===== src/rtl/tank_input_ctrl.sv =====
// tank_input_ctrl: input conditioning ahead of the ultra_tank core.
//   Synchronises and debounces the 13 raw buttons, decodes each player's
//   8-way direction into two-lever tread commands, inserts a dead time on
//   forward<->back tread reversals, and stretches a coin press into a fixed
//   active-low pulse.
// Ports:
//   clk_sys, Reset_n (async, active-low)
//   p1_dir_i/p2_dir_i {up,down,left,right}, fire_i {p2,p1}, coin_i,
//   start_i {start2,start1}         raw, active-high
//   JoyW/X (p1), JoyY/Z (p2) _Fw_O/_Bk_O  tread commands, active-low
//   FireA_O/FireB_O                 fire, active-high
//   Coin_O                          coin pulse, active-low
//   Start1_O/Start2_O               start level, active-low

// One button: 2-flop synchroniser plus counting debouncer.
module tank_deb #(
  parameter int DEB_CYCLES = 120000
) (
  input  logic clk_sys,
  input  logic rst_n,
  input  logic raw,
  output logic deb
);
  localparam int CW = $clog2(DEB_CYCLES + 1);
  localparam logic [CW-1:0] CNT_LAST = CW'(DEB_CYCLES - 1);

  logic [1:0]    sync;
  logic [CW-1:0] cnt;

  always_ff @(posedge clk_sys or negedge rst_n) begin
    if (!rst_n) begin
      sync <= '0;
      cnt  <= '0;
      deb  <= 1'b0;
    end else begin
      sync <= {sync[0], raw};
      // any return to the debounced value restarts the count
      if (sync[1] == deb) begin
        cnt <= '0;
      end else if (cnt == CNT_LAST) begin
        deb <= sync[1];
        cnt <= '0;
      end else begin
        cnt <= cnt + 1'b1;
      end
    end
  end
endmodule

// One tread: follows the Fw/Bk target, but a direct Fw<->Bk flip passes
// through REV_GAP cycles with both levers released.
module tank_tread #(
  parameter int REV_GAP = 12000
) (
  input  logic clk_sys,
  input  logic rst_n,
  input  logic tgt_fw,
  input  logic tgt_bk,
  output logic fw_n,
  output logic bk_n
);
  localparam logic [1:0] T_IDLE = 2'd0;
  localparam logic [1:0] T_FW   = 2'd1;
  localparam logic [1:0] T_BK   = 2'd2;
  localparam logic [1:0] T_GAP  = 2'd3;

  localparam int GW = (REV_GAP > 0) ? $clog2(REV_GAP + 1) : 1;
  localparam logic [GW-1:0] GAP_LOAD = (REV_GAP > 0) ? GW'(REV_GAP - 1) : '0;

  logic [1:0]    state, nxt, tgt_st;
  logic [GW-1:0] cnt, cnt_nxt;

  always_comb begin
    tgt_st = T_IDLE;
    if (tgt_fw && !tgt_bk)      tgt_st = T_FW;
    else if (tgt_bk && !tgt_fw) tgt_st = T_BK;
    nxt     = tgt_st;
    cnt_nxt = '0;
    case (state)
      T_FW:  if (tgt_st == T_BK && REV_GAP > 0) begin
               nxt     = T_GAP;
               cnt_nxt = GAP_LOAD;
             end
      T_BK:  if (tgt_st == T_FW && REV_GAP > 0) begin
               nxt     = T_GAP;
               cnt_nxt = GAP_LOAD;
             end
      // target changes during the gap are only looked at on exit
      T_GAP: if (cnt != '0) begin
               nxt     = T_GAP;
               cnt_nxt = cnt - 1'b1;
             end
      default: ;
    endcase
  end

  // outputs registered from the next state so they are glitch-free flops
  always_ff @(posedge clk_sys or negedge rst_n) begin
    if (!rst_n) begin
      state <= T_IDLE;
      cnt   <= '0;
      fw_n  <= 1'b1;
      bk_n  <= 1'b1;
    end else begin
      state <= nxt;
      cnt   <= cnt_nxt;
      fw_n  <= (nxt != T_FW);
      bk_n  <= (nxt != T_BK);
    end
  end
endmodule

module tank_input_ctrl #(
  parameter int DEB_CYCLES = 120000,
  parameter int COIN_PULSE = 240000,
  parameter int REV_GAP    = 12000
) (
  input  logic       clk_sys,
  input  logic       Reset_n,
  input  logic [3:0] p1_dir_i,
  input  logic [3:0] p2_dir_i,
  input  logic [1:0] fire_i,
  input  logic       coin_i,
  input  logic [1:0] start_i,
  output logic       JoyW_Fw_O,
  output logic       JoyW_Bk_O,
  output logic       JoyX_Fw_O,
  output logic       JoyX_Bk_O,
  output logic       JoyY_Fw_O,
  output logic       JoyY_Bk_O,
  output logic       JoyZ_Fw_O,
  output logic       JoyZ_Bk_O,
  output logic       FireA_O,
  output logic       FireB_O,
  output logic       Coin_O,
  output logic       Start1_O,
  output logic       Start2_O
);
  localparam int NUM_BTN = 13;
  localparam int NUM_TRD = 4;

  // [3:0] p1 dir, [7:4] p2 dir, [9:8] fire, [10] coin, [12:11] start
  logic [NUM_BTN-1:0] raw, deb_q;
  assign raw = {start_i, coin_i, fire_i, p2_dir_i, p1_dir_i};

  for (genvar b = 0; b < NUM_BTN; b++) begin : g_deb
    tank_deb #(.DEB_CYCLES(DEB_CYCLES)) u_deb (
      .clk_sys (clk_sys),
      .rst_n   (Reset_n),
      .raw     (raw[b]),
      .deb     (deb_q[b])
    );
  end

  // {u,d,l,r} -> {leftFw,leftBk,rightFw,rightBk}; contradictory or
  // 3+ key combinations release everything
  function automatic logic [3:0] dir_decode(input logic [3:0] k);
    case (k)
      4'b1010: dir_decode = 4'b0010;
      4'b1000: dir_decode = 4'b1010;
      4'b1001: dir_decode = 4'b1000;
      4'b0001: dir_decode = 4'b1001;
      4'b0101: dir_decode = 4'b0100;
      4'b0100: dir_decode = 4'b0101;
      4'b0110: dir_decode = 4'b0001;
      4'b0010: dir_decode = 4'b0110;
      default: dir_decode = 4'b0000;
    endcase
  endfunction

  // tread order W, X, Y, Z; each entry {fw,bk}
  logic [NUM_TRD-1:0][1:0] tgt;
  logic [NUM_TRD-1:0]      fw_n, bk_n;

  for (genvar p = 0; p < 2; p++) begin : g_pl
    assign {tgt[2*p], tgt[2*p+1]} = dir_decode(deb_q[4*p +: 4]);
  end

  for (genvar t = 0; t < NUM_TRD; t++) begin : g_trd
    tank_tread #(.REV_GAP(REV_GAP)) u_tread (
      .clk_sys (clk_sys),
      .rst_n   (Reset_n),
      .tgt_fw  (tgt[t][1]),
      .tgt_bk  (tgt[t][0]),
      .fw_n    (fw_n[t]),
      .bk_n    (bk_n[t])
    );
  end

  assign JoyW_Fw_O = fw_n[0];
  assign JoyW_Bk_O = bk_n[0];
  assign JoyX_Fw_O = fw_n[1];
  assign JoyX_Bk_O = bk_n[1];
  assign JoyY_Fw_O = fw_n[2];
  assign JoyY_Bk_O = bk_n[2];
  assign JoyZ_Fw_O = fw_n[3];
  assign JoyZ_Bk_O = bk_n[3];

  always_ff @(posedge clk_sys or negedge Reset_n) begin
    if (!Reset_n) begin
      FireA_O  <= 1'b0;
      FireB_O  <= 1'b0;
      Start1_O <= 1'b1;
      Start2_O <= 1'b1;
    end else begin
      FireA_O  <= deb_q[8];
      FireB_O  <= deb_q[9];
      Start1_O <= ~deb_q[11];
      Start2_O <= ~deb_q[12];
    end
  end

  // coin: one fixed pulse per press, re-armed only by a release seen
  // outside the pulse
  localparam logic [1:0] C_IDLE  = 2'd0;
  localparam logic [1:0] C_PULSE = 2'd1;
  localparam logic [1:0] C_WAIT  = 2'd2;

  localparam int CW = $clog2(COIN_PULSE + 1);
  localparam logic [CW-1:0] PULSE_LOAD = CW'(COIN_PULSE - 1);

  logic [1:0]    coin_st;
  logic [CW-1:0] coin_cnt;
  logic          coin_d, coin_prev;

  assign coin_d = deb_q[10];

  always_ff @(posedge clk_sys or negedge Reset_n) begin
    if (!Reset_n) begin
      coin_st   <= C_IDLE;
      coin_cnt  <= '0;
      coin_prev <= 1'b0;
      Coin_O    <= 1'b1;
    end else begin
      coin_prev <= coin_d;
      case (coin_st)
        C_IDLE:
          if (coin_d && !coin_prev) begin
            coin_st  <= C_PULSE;
            coin_cnt <= PULSE_LOAD;
            Coin_O   <= 1'b0;
          end
        C_PULSE:
          if (coin_cnt == '0) begin
            coin_st <= coin_d ? C_WAIT : C_IDLE;
            Coin_O  <= 1'b1;
          end else begin
            coin_cnt <= coin_cnt - 1'b1;
          end
        C_WAIT:
          if (!coin_d) coin_st <= C_IDLE;
        default: begin
          coin_st <= C_IDLE;
          Coin_O  <= 1'b1;
        end
      endcase
    end
  end
endmodule


===== config.mk =====
export PLATFORM = sky130hd
export DESIGN_NAME = tank_input_ctrl
export DESIGN_NICKNAME = d
export VERILOG_FILES = /design/src/rtl/tank_input_ctrl.sv
export SDC_FILE = /design/constraint.sdc
export NUM_CORES = 1
export LEC_CHECK = 0
export BUFFER_PORTS_ARGS = -buffer_cell sky130_fd_sc_hd__buf_2
export CORE_UTILIZATION = 45
export CTS_CLUSTER_DIAMETER = 30
export CTS_CLUSTER_SIZE = 28
export DETAILED_ROUTE_END_ITERATION = 10
export GPL_TIMING_DRIVEN = 0
export PLACE_DENSITY_LB_ADDON = 0.2
export SYNTH_ARGS = -nofsm -noshare
export SYNTH_HDL_FRONTEND = slang
export SYNTH_SLANG_ARGS = --single-unit

===== constraint.sdc =====
create_clock -name clk_sys -period 4.28 [get_ports clk_sys]
set_clock_uncertainty 0.15 [all_clocks]
set_input_delay 0.428 -clock clk_sys [delete_from_list [all_inputs] [get_ports clk_sys]]
set_output_delay 0.428 -clock clk_sys [all_outputs]
set_load 0.01 [all_outputs]

==> results.sh <==
export IMPL_die_w_um=199
export IMPL_syn_area_um2=17400
export IMPL_cap_viol_max_count=0
export IMPL_required_ns=4.60
export IMPL_sequentialPowerShare_pct=31.6
export IMPL_numClockSinks=358
export IMPL_setup_violations=0
export IMPL_ys_async_sr_fraction_pct=100
export IMPL_post_cts_buffers=0
export IMPL_clk_latency_ns=0.61
export IMPL_combPwrFrac_pct=1.8
export IMPL_final_hold_violation_count=0
export IMPL_drtIter0Drc=564
export IMPL_cts_max_path_buffers=3
export IMPL_firstDrtPassIters=5
export IMPL_setup_worst_path_class="reg2reg"
export IMPL_p_sw_share_pct=21.3
export IMPL_status="completed"
export IMPL_gp_congestion=0.825
export IMPL_power_density_nw_per_um2=505
export IMPL_fmax_mhz=381
export IMPL_crit_fanout=10
export IMPL_grtUsageTotal_pct=17.4
export IMPL_dominantRegCellSynth="dfrtp_1"
export IMPL_drive_gt1_share_pct=13.6
export IMPL_drc=0
export IMPL_grt_pass1_vias=13000
export IMPL_relSlewSlack_pct=34.7
export IMPL_holdWs_ns=0.192
export IMPL_viasPerCell=5.21
export IMPL_total_power_w=0.0110
export IMPL_period_needed_ns=2.63
export IMPL_coreArea_um2=37900
export IMPL_vias=12900
export IMPL_ir_worst_vdd_mv=0.334
export IMPL_cp_arrival_ns=2.94
export IMPL_die_y_um=199
export IMPL_cts_tree="done"
export IMPL_antenna_found_initial=0
export IMPL_avgSynthCellArea_um2=9.97
export IMPL_layout_common_cells="dfrtp_1, nor2_1, xnor2_1, nand2_1, xor2_1"
export IMPL_post_cts_resized=0
export IMPL_crit_path_end_kind="register"
export IMPL_synthToLayoutAreaGrowth_pct=25.0
export IMPL_cts_root_buffer="clkbuf_16"
export IMPL_htree_levels=3
export IMPL_intPower_w=0.00867
export IMPL_crit_chain="inv_1, ha_1, or3b_2, clkbuf_1, or3_4, o311ai_4, buf_6, o21ai_1"
export IMPL_nets=1939
export IMPL_max_slew_worst_pin_slew_ns=0.973
export IMPL_synth_edff_count=0
export IMPL_die_area_um2=39600
export IMPL_startpoint_type="register"
export IMPL_slowest_stage="or3b_2"
export IMPL_fillers=3265
export IMPL_clkPwrFrac_pct=66.6
export IMPL_row_count=71
export IMPL_seqCellArea_um2=8970
export IMPL_seq_area_frac_synth_pct=51.4
export IMPL_multiInputGateArea_um2=7980
export IMPL_io_buffer_count=27
export IMPL_power_leakage_nw=9.47
export IMPL_grt_start_max_net_pins=112
export IMPL_power_switching_w=0.00234
export IMPL_numCtsBuffers=90
export IMPL_layout_commonest_cell="dfrtp_1"
export IMPL_ios=28
export IMPL_synth_seq_cells=358
export IMPL_cpPeakStageDelay_ns=0.44
export IMPL_period_share_pct=61.4
export IMPL_synth_nets=1803
export IMPL_wirelength_um=32700
export IMPL_yosys_cell_types_count=65
export IMPL_n_antenna_cell=0
export IMPL_rsz0062_at_grt="no"
export IMPL_grt_pass1_wl_um=58100
export IMPL_synth_cells=1750
export IMPL_maxSlewViolCount=0
export IMPL_clkTransAtPathRegs_ns=0.05
export IMPL_wl_per_cell_um=13.2
export IMPL_initial_core_util_pct=46.0
export IMPL_hold_class="reg2reg"
export IMPL_ant_nets=0
export IMPL_hpwlAfterDp_um=21000
export IMPL_grt_ovfl_total=0
export IMPL_ys_warnings_count=0
==> final timing paths <==
kind,slack (ns),startpoint,cells after the start,endpoint
max reg2reg,1.65,g_trd[1].u_tread.cnt[0],8,g_trd[1].u_tread.cnt[0]
max,1.65,g_trd[1].u_tread.cnt[0],8,g_trd[1].u_tread.cnt[0]
min in group asynchronous,0.24,Reset_n,2,coin_st[0]
max in group asynchronous,2.44,Reset_n,4,g_deb[12].u_deb.cnt[8]
min reg2reg,0.19,g_deb[1].u_deb.sync[0],0,g_deb[1].u_deb.sync[1]
min,0.19,g_deb[1].u_deb.sync[0],0,g_deb[1].u_deb.sync[1]
==> power by group through the flow <==
stage | clock [W] | sequential, W | combinational [W]
5_1_grt | 0.00769 | 0.00348 | 0.000234
3_5_place_dp | 0 | 0.00353 | 0.000197
4_1_cts | 0.00749 | 0.00348 | 0.000208
3_3_place_gp | 0 | 0.00353 | 0.000184
6_report | 0.00734 | 0.00348 | 0.000199
2_1_floorplan | 0 | 0.00352 | 0.0000884
==> area by class of cell <==
type                       count  area share [%]
multi-input combinational   1269            36.6
buffer                        53            1.03
clock inverter                55            4.18
clock buffer                 113            11.2
inverter                      70            1.20
timing repair buffer          44            1.69
tap                          511            2.93
sequential                   358            41.1
==> critical path, delay by kind of cell, from the launching register on <==
family / cells / cell delay [ns]
fa+ha+maj: 1 / 0.17
buf+inv: 3 / 0.47
flops: 1 / 0.39
compound gates: 2 / 0.48
simple gates: 2 / 0.81
==> timing repair <==
item                       CTS  global route
hold buffers                14             0
setup endpoints to repair    0             0
hold endpoints to repair    83             0
==> synthesized netlist by cell type, drive strengths merged, types with 10 or more instances <==
cell type | count | share of area (%)
inv | 70 | 1.5
mux2 | 12 | 0.77
or4 | 34 | 1.5
nand3b | 11 | 0.49
xor2 | 92 | 4.6
mux2i | 15 | 0.86
clkbuf | 43 | 0.94
dfrtp | 347 | 50
and3 | 10 | 0.36
nand4 | 77 | 2.8
xnor2 | 119 | 6.0
dfstp | 11 | 1.7
nand2 | 111 | 2.4
or2 | 31 | 1.1
o31ai | 28 | 1.3
or3 | 30 | 1.1
and4 | 17 | 0.85
a21oi | 52 | 1.5
nor2 | 241 | 5.2
nor3 | 53 | 1.5
ha | 38 | 2.7
o21ai | 81 | 2.3
nand3 | 75 | 2.2
and2 | 10 | 0.36
buf | 10 | 0.35
nor4 | 48 | 1.7
==> per-stage QoR <==
stage | instances | setup slack (ns) | util [%] | area, um^2 | TNS, ns
2_1_floorplan | 1750 | 1.92 | - | 17400 | 0
3_3_place_gp | 2288 | -4.38 | 48.0 | 18200 | -1525.68
3_5_place_dp | 2291 | 1.66 | 48.3 | 18300 | 0
4_1_cts | 2473 | 1.63 | 57.5 | 21800 | 0
5_1_grt | 2473 | 1.47 | 57.5 | 21800 | 0
6_report | 2473 | 1.65 | 57.5 | 21800 | 0
==> routing by layer <==
layer  up-vias  track usage, %  routed length [um]
li1       6473               -                   -
met1      6199            22.4               15600
met2       154            28.5               15300
met3        64            3.61                1050
met4         0            7.64                 790
met5         -               0                   0
==> registers in the layout, summed over array words and instances, names as in the netlist <==
register,cells
g_trd.u_tread.fw_n,4
Start2_O,1
g_trd.u_tread.state,8
coin_prev,1
Start1_O,1
FireB_O,1
g_deb.u_deb.cnt,221
g_deb.u_deb.deb,13
g_deb.u_deb.sync,26
FireA_O,1
g_trd.u_tread.cnt,56
coin_st,2
g_trd.u_tread.bk_n,4
Coin_O,1
coin_cnt,18
==> cell families (layout without fill, tap and decap cells) <==
kind of cell,Yosys count,count (layout),synth area share (%)
flops,358,358,51.4
mux,27,27,1.64
compound gates,195,195,6.79
buf+inv,123,335,2.80
fa+ha+maj,38,38,2.73
xor+xnor,211,211,10.6
simple gates,798,798,24.0
Note: power is estimated with default switching activity, not from simulation.
